$ cat src/rtl/payload_engine_ctrl.sv
// -----------------------------------------------------------------------------
// payload_engine_ctrl
//
// Purpose:
//   Sequences one packet at a time through a bank of match engines. A start of
//   packet clears the bank (eng_sod), payload bytes are forwarded one per cycle
//   (eng_en/eng_byte) up to MAX_LEN bytes, and the bank is given PIPE_LAT+1
//   quiet cycles to settle. The sticky match lines are then sampled and
//   reported together with the packet length and a truncation flag. Beats that
//   arrive outside a packet are discarded and counted.
//
// Ports:
//   clk, rst        clock and synchronous active-high reset
//   s_valid/s_ready payload input handshake, s_data byte, s_sop/s_eop framing
//   eng_sod         engine bank clear
//   eng_en/eng_byte engine step enable and byte, one pulse per forwarded byte
//   eng_match       sticky match lines from the engines
//   r_valid/r_ready result handshake; r_match, r_len, r_trunc result fields
//   drop_cnt        wrapping count of beats discarded outside a packet
//
// Handshakes:
//   A beat or result transfers on a rising edge where valid and ready are both
//   high. valid, once raised, is held with stable payload until it transfers;
//   ready may change freely and never depends on the payload contents except
//   for the start-of-packet stall described below.
// -----------------------------------------------------------------------------
module payload_engine_ctrl #(
    parameter int N_ENG    = 32,
    parameter int MAX_LEN  = 1500,
    parameter int LEN_W    = 16,
    parameter int PIPE_LAT = 2
) (
    input  logic             clk,
    input  logic             rst,
    input  logic             s_valid,
    output logic             s_ready,
    input  logic [7:0]       s_data,
    input  logic             s_sop,
    input  logic             s_eop,
    output logic             eng_sod,
    output logic             eng_en,
    output logic [7:0]       eng_byte,
    input  logic [N_ENG-1:0] eng_match,
    output logic             r_valid,
    input  logic             r_ready,
    output logic [N_ENG-1:0] r_match,
    output logic [LEN_W-1:0] r_len,
    output logic             r_trunc,
    output logic [15:0]      drop_cnt
);

    typedef enum logic [2:0] {
        IDLE   = 3'd0,
        CLEAR  = 3'd1,
        RUN    = 3'd2,
        DRAIN  = 3'd3,
        REPORT = 3'd4
    } state_t;

    state_t           state;
    logic             rdy_q;
    logic [LEN_W-1:0] len_q;
    logic             trunc_q;
    logic [7:0]       drain_cnt;
    logic             idle_sop;
    logic             accept;
    logic             below_max;

    // The ready flag itself is registered. The only combinational term is the
    // start-of-packet stall in IDLE: a sop beat must stay pending (not be
    // swallowed) while the engine bank is cleared, and that decision has to be
    // made in the same cycle the sop is presented.
    assign idle_sop  = (state == IDLE) && s_valid && s_sop;
    assign s_ready   = rdy_q && !idle_sop;
    assign accept    = s_valid && s_ready;
    assign below_max = (32'(len_q) < 32'(MAX_LEN));

    always_ff @(posedge clk) begin
        if (rst) begin
            state     <= IDLE;
            rdy_q     <= 1'b0;
            eng_sod   <= 1'b1;
            eng_en    <= 1'b0;
            eng_byte  <= 8'd0;
            r_valid   <= 1'b0;
            r_match   <= '0;
            r_len     <= '0;
            r_trunc   <= 1'b0;
            drop_cnt  <= 16'd0;
            len_q     <= '0;
            trunc_q   <= 1'b0;
            drain_cnt <= 8'd0;
        end else begin
            // Single-cycle strobes.
            eng_en  <= 1'b0;
            eng_sod <= 1'b0;

            case (state)
                IDLE: begin
                    rdy_q <= 1'b1;
                    if (idle_sop) begin
                        // Leave the sop beat pending; it is taken in RUN.
                        rdy_q   <= 1'b0;
                        eng_sod <= 1'b1;
                        state   <= CLEAR;
                    end else if (accept) begin
                        drop_cnt <= drop_cnt + 16'd1;
                    end
                end

                CLEAR: begin
                    len_q   <= '0;
                    trunc_q <= 1'b0;
                    rdy_q   <= 1'b1;
                    state   <= RUN;
                end

                RUN: begin
                    if (!rdy_q) begin
                        // Tail cycle after the eop beat: its eng_en pulse is on
                        // the output now, so the quiet drain window starts next.
                        drain_cnt <= 8'd0;
                        state     <= DRAIN;
                    end else if (accept) begin
                        if (len_q != {LEN_W{1'b1}}) begin
                            len_q <= len_q + LEN_W'(1);
                        end
                        if (below_max) begin
                            eng_en   <= 1'b1;
                            eng_byte <= s_data;
                        end else begin
                            trunc_q <= 1'b1;
                        end
                        if (s_eop) begin
                            rdy_q <= 1'b0;
                        end
                    end
                end

                DRAIN: begin
                    // PIPE_LAT+1 cycles with no engine activity, then sample.
                    if (drain_cnt == 8'(PIPE_LAT)) begin
                        r_match <= eng_match;
                        r_len   <= len_q;
                        r_trunc <= trunc_q;
                        r_valid <= 1'b1;
                        state   <= REPORT;
                    end else begin
                        drain_cnt <= drain_cnt + 8'd1;
                    end
                end

                REPORT: begin
                    if (r_ready) begin
                        r_valid <= 1'b0;
                        rdy_q   <= 1'b1;
                        state   <= IDLE;
                    end
                end

                default: begin
                    rdy_q <= 1'b0;
                    state <= IDLE;
                end
            endcase
        end
    end

endmodule

$ cat config.mk
export PLATFORM = sky130hd
export DESIGN_NAME = payload_engine_ctrl
export DESIGN_NICKNAME = d
export VERILOG_FILES = /design/src/rtl/payload_engine_ctrl.sv
export SDC_FILE = /design/constraint.sdc
export NUM_CORES = 1
export LEC_CHECK = 0
export ABC_AREA = 1
export BUFFER_PORTS_ARGS = -buffer_cell sky130_fd_sc_hd__buf_2
export CORE_ASPECT_RATIO = 1.4
export CORE_MARGIN = 2
export CORE_UTILIZATION = 40
export CTS_BUF_LIST = sky130_fd_sc_hd__clkbuf_8
export DETAILED_ROUTE_END_ITERATION = 10
export PLACE_DENSITY = 0.75
export SYNTH_ARGS = -nofsm -noshare
export SYNTH_HDL_FRONTEND = slang
export SYNTH_SLANG_ARGS = --single-unit
$ cat constraint.sdc
create_clock -name clk -period 4.1 [get_ports clk]
set_input_delay 0.205 -clock clk [delete_from_list [all_inputs] [get_ports clk]]
set_output_delay 0.205 -clock clk [all_outputs]
set_load 0.02 [all_outputs]
==> metrics, run 1 <==
ranking of synthesized cells by area dfxtp_1 43%, nand2_1 14%, nand3_1 9.3%; Max Clock Freq 0.4317 GHz; power share of the clock group 34.7%; leakage dissipation 2.341 nW; I/O pins 123; PwrDens 340.1 mW/mm^2; first-pass GRT wire length 20,590 um; Reg2Reg Depth 8; EDFF count, synth 0; diode count 0; Hold Fails Final Rpt 0; largest net degree at the start of global routing 79; min setup slack post-route 1784 ps; Skew-Pair Late Insertion Delay 380 ps; # rows 47; fin. max-slew vios 0; hold slack final 55.48 ps; post-synth top area cell dfxtp_1; CTS H-tree lvls 3; Setup TNS 0 ps; Mean Syn Cell Area 6.960 sq um; crit path to drain_cnt[1]; pre-CTS setup slack 1732 ps; Seq cells post-synth 105; grt total ovfl 0; final core area utilization 48.62%; RSZ-0062 raised after global routing false; deepest clock path buffer count 2; clock-pin slew of the registers on the worst-case setup and hold paths 100 ps; Final ANT Viol Nets 0; Pwr Total 0.001974 W; R2R Setup Slk 1780 ps; vias per inst 5.074; root buf cell clkbuf_8; Post-synth top cells 182 x nand2_1, 105 x dfxtp_1, 91 x nand3_1, 85 x a21oi_1, 65 x nor2_1; Setup violations, final 0; postcts setup bufs 0; Multi-input gate area 0.002474 sq mm; initial antenna violation count 0; initial DRC count 242; RD Place Congestion 0.9297; cts hold-fix bufs 0; Arr. time, crit path 2560 ps; Die Height 135.2 um; Critical Path Fanout Max 55; Die ar. 0.01322 sq mm; register area share after synthesis 42.72%; # port buffers 122; Reg-to-Reg Start drain_cnt[0]; routed wire length 12,170 um; Yosys cell types 30; fill count 1,253; Sink Count 105; VDD IR max 0.0001865 V; detailed placer's ending HPWL 8343 um; post_cts resized 0; worst-margin pin slew 1002 ps; Post-Synthesis Cells 707; logic gate share of total power 11.7%; CP Launch Point drain_cnt[0]; top-count cell post-synth nand2_1; Initial Util 41.22%; R2R Path End drain_cnt[1]; critical path's slowest cell nand2_2; Sw Ratio 27.79%; CTS Buf Count 9; Syn Nets 757; Reg area 0.002102 sq mm; Sequential Power Share 53.6%; Mapped Area 0.004921 sq mm; gr usage total 18.73%; cell breakdown of the critical path inv_1, ha_1, nand4_1, nor2_4, nand2_2, nand2_2, o21ai_0, nor2_1; most frequent cell on the critical path nand2_2; P_int 0.001425 W; Min-Delay Path Class input port to flop; Synth Flop Type dfxtp_1; outcome finished clean; CP Class flop to flop; drt wl/cell 12.65 um; Synth Warn # 0; area growth from synthesis to layout 17.95%; shortest period the worst path allows 2316 ps; drt drc 0; CP peak stage delay 720 ps; MaxCap Viol Count 0; Worst Setup Start Kind flop; final clock skew 9.420 ps; 1st-pass router iterations 4; layout cells sized above 1 20.37%; Die X 97.74 um; # nets final 860; Synth top area share 42.72%; via count of the routed design 4,881; CTS tree built; number of global-route vias before repair 4,550; fin crit share 56.49%; Slew HR 32.95%; Worst setup EP type flop; net switching power 0.0005486 W; core area 0.01194 sq mm; Required @ worst endpoint 4340 ps; share of synthesized registers carrying an async set or reset 0%
area by class of cell:
class / count / share of cell area (%)
Multi-Input combinational cell: 516 / 42.62
Clock inverter: 5 / 1.056
Clock buffer: 11 / 2.608
Sequential cell: 105 / 36.21
Tap cell: 147 / 3.169
Timing Repair Buffer: 125 / 10.91
Inverter: 53 / 3.427
power groups by stage:
stage	sequential [W]	clock, W	combinational [W]
finish	0.00106	0.000685	0.000231
floorplan	0.00108	0	0.000166
CTS	0.00106	0.000704	0.000235
global route	0.00106	0.000740	0.000261
detailed placement	0.00108	0	0.000235
global placement	0.00108	0	0.000234
sequential cells by signal, indices dropped and copies added (netlist names), 3 cells and up:
name,cells
r_len,16
len_q,16
state,3
r_match,32
drain_cnt,8
eng_byte,8
drop_cnt,16
metal layers:
metal | routed length (um) | up-vias | part of all wire, % | global-route usage (%)
met1 | 5260 | 2201 | 43 | 22.23
met4 | 231 | 0 | 1.9 | 9.336
met3 | 723 | 16 | 5.9 | 4.076
li1 | - | 2529 | - | -
met2 | 5955 | 135 | 49 | 31.99
met5 | 0 | - | 0 | 0
through the flow:
stage | std cells | instance area, sq um
4_1_cts | 962 | 5804
5_1_grt | 962 | 5804
2_1_floorplan | 707 | 4921
3_3_place_gp | 946 | 5592
6_report | 962 | 5804
3_5_place_dp | 946 | 5592
worst min path at each step:
stage                   start           to  slack, ps  cells after the start
CTS                 s_data[6]  eng_byte[6]         40                      3
detailed placement  s_data[6]  eng_byte[6]        450                      3
global placement    s_data[3]  eng_byte[3]        440                      3
floorplan           s_data[0]  eng_byte[0]        350                      2
finish              s_data[6]  eng_byte[6]         60                      3
global route        s_data[0]  eng_byte[0]         60                      3
cells by family (layout without fill, tap and decap cells):
family | count (synthesis) | count (layout) | synth area share [%]
xor gates and xnor gates | 6 | 6 | 1.068
adders and majority gates | 4 | 4 | 1.017
buffers and inverters | 86 | 194 | 7.170
and+or+nand+nor | 395 | 395 | 36.59
DFF | 105 | 105 | 42.72
AOI/OAI and AO/OA | 111 | 111 | 11.44
worst max-delay path, delay by kind of cell, from the launching register on:
family,cells,cell delay (ps)
fa+ha+maj,1,200
flops,1,400
buf+inv,1,100
compound gates,1,250
simple gates,5,1240
cells in the final DEF (no fill, tap or decap), drive strengths merged:
cell    instances
xor2            3
nand2         188
clkinv          2
nand4          16
a21oi          85
a31oi           2
o21ai          22
clkbuf         11
nor2           75
bufinv          1
ha              4
xnor2           3
o21bai          2
nor3           19
nand3b          1
inv            55
and3            1
nand3          94
buf           125
dfxtp         105
or2             1
Power figures use the tool's default switching activity.
==> run 2, diff against run 1 <==
Settings changed: PLACE_DENSITY 0.75 to 0.77.
Clock period 4.1 ns to 2.1 ns, I/O delays scaled along.
==> metrics, run 2 (synthesized netlist as in run 1, its figures left out) <==
Reg2Reg Depth 7 (was 8); CTS H-tree lvls 3 (unchanged); CP Launch Point state[0] (was drain_cnt[0]); largest reg by FF count r_match (unchanged); largest net degree at the start of global routing 79 (unchanged); R2R Setup Slk 220 ps (was 1780 ps); RSZ-0062 raised after global routing false (unchanged); clock-pin slew of the registers on the worst-case setup and hold paths 90 ps (was 100 ps); grt total ovfl 0 (unchanged); I/O pins 123 (unchanged); Required @ worst endpoint 2400 ps (was 4340 ps); # port buffers 122 (unchanged); placed insts 951 (was 946); final instance area 0.006221 sq mm (was 0.005804 sq mm); final core area utilization 52.11% (was 48.62%); CTS Buf Count 9 (unchanged); drt drc 0 (unchanged); R2R Path End eng_byte[6] (was drain_cnt[1]); gr usage total 19.80% (was 18.73%); Final ANT Viol Nets 0 (unchanged); routed wire length 13,290 um (was 12,170 um); Slew HR 44.45% (was 32.95%); Die Height 135.2 um (unchanged); worst-margin pin slew 833.2 ps (was 1002 ps); fill count 1,130 (was 1,253); Setup violations, final 0 (unchanged); area growth from synthesis to layout 26.42% (was 17.95%); via count of the routed design 5,170 (was 4,881); # nets final 903 (was 860); most frequent cells in the layout 182 x nand2_1, 122 x buf_2, 105 x dfxtp_1 (unchanged); Max Clock Freq 0.5325 GHz (was 0.4317 GHz); outcome finished clean (unchanged); Arr. time, crit path 2180 ps (was 2560 ps); PwrDens 631.8 mW/mm^2 (was 340.1 mW/mm^2); crit path to eng_byte[6] (was drain_cnt[1]); layout cells sized above 1 19.70% (was 20.37%); Skew-Pair Late Insertion Delay 370 ps (was 380 ps); MaxCap Viol Count 0 (unchanged); leakage dissipation 2.521 nW (was 2.341 nW); number of global-route vias before repair 4,751 (was 4,550); Reg-to-Reg Start state[0] (was drain_cnt[0]); Initial Util 41.22% (unchanged); Critical Path Fanout Max 19 (was 55); VDD IR max 0.0003585 V (was 0.0001865 V); initial antenna violation count 0 (unchanged); root buf cell clkbuf_8 (unchanged); shortest period the worst path allows 1878 ps (was 2316 ps); final clock skew 8.570 ps (was 9.420 ps); deepest clock path buffer count 2 (unchanged); core area 0.01194 sq mm (unchanged); RD Place Congestion 0.9284 (was 0.9297); Hold Fails Final Rpt 0 (unchanged); final std cells w/o fill 1,005 (was 962); detailed placer's ending HPWL 8691 um (was 8343 um); first-pass GRT wire length 21,800 um (was 20,590 um); vias per inst 5.144 (was 5.074); Sink Count 105 (unchanged); initial DRC count 312 (was 242); Cell Area, Placed 0.005629 sq mm (was 0.005592 sq mm); Worst Setup Start Kind flop (unchanged); diode count 0 (unchanged); CP Class flop to flop (unchanged); commonest non-fill, non-tap cell in the layout nand2_1 (unchanged); Largest register FFs 32 (unchanged); # rows 47 (unchanged); fin. max-slew vios 0 (unchanged); 1st-pass router iterations 4 (unchanged); hold path depth 3 (unchanged); Die ar. 0.01322 sq mm (unchanged); postcts setup bufs 0 (unchanged); Setup TNS 0 ps (unchanged); Min-Delay Path Class input port to flop (unchanged); drt wl/cell 13.22 um (was 12.65 um); Worst setup EP type flop (unchanged); fin crit share 89.43% (was 56.49%); Die X 97.74 um (unchanged); CTS tree built (unchanged)
-- run 2: cell count changes in the layout (fill, tap and decap cells not counted) --
cell / delta
inv_6: -2
bufinv_16: +1
clkinvlp_4: +2
inv_1: +2
clkinv_4: -1
dlygate4sd3_1: +38
clkbuf_8: -2
buf_4: +5
-- run 2: worst max-delay path, stage by stage (launching register included) --
cell and delay [ps]:
dfxtp_1 370, nor2_4 210, nand2_4 180, nor3_1 240, nand2_1 310, nor2_4 260, o21ai_0 100, nor2_1 140
-- run 2: stage by stage --
step	hold slack, ps	setup WS [ps]	power (W)
after detailed placement	349.5	278.2	0.002573
after global routing	11.44	65.24	0.004086
after CTS	1.993	256.0	0.003965
final	18.18	222.1	0.003930
after floorplan	247.1	565.9	0.002439
after global placement	337.1	400.6	0.002565
-- run 2: repair_timing --
| action | CTS | global route |
|---|---|---|
| hold endpoints to repair | 38 | 0 |
| hold buffers | 38 | 0 |
| resized for setup | 0 | 0 |
-- run 2: how the worst min path moves through the flow --
stage	start	to	slack, ps
final	eng_match[30]	r_match[30]	20
after global routing	eng_match[30]	r_match[30]	10
after CTS	eng_match[30]	r_match[30]	2
after detailed placement	s_data[2]	eng_byte[2]	350
after global placement	s_data[5]	eng_byte[5]	340
after floorplan	s_data[0]	eng_byte[0]	250
-- run 2: area by class of cell --
class	count	area [sq um]	share of cell area, %
Tap cell	147	183.9	2.957
Inverter	53	198.9	3.198
Clock inverter	7	87.58	1.408
Multi-Input combinational cell	516	2474	39.76
Clock buffer	9	123.9	1.991
Timing Repair Buffer	168	1051	16.89
Sequential cell	105	2102	33.79
-- run 2: power by group --
part	switching [W]	total, W	internal [W]
clock	0.000682	0.00134	0.000661
sequential	0.0000409	0.00207	0.00202
combinational	0.000337	0.000521	0.000184
total	0.00106	0.00393	0.00287
-- run 2: layer usage --
metal / routed length [um] / GRT usage (%)
met3: 836 / 4.541
met1: 5602 / 23.20
met4: 190 / 6.481
met2: 6658 / 35.67
met5: 0 / 0
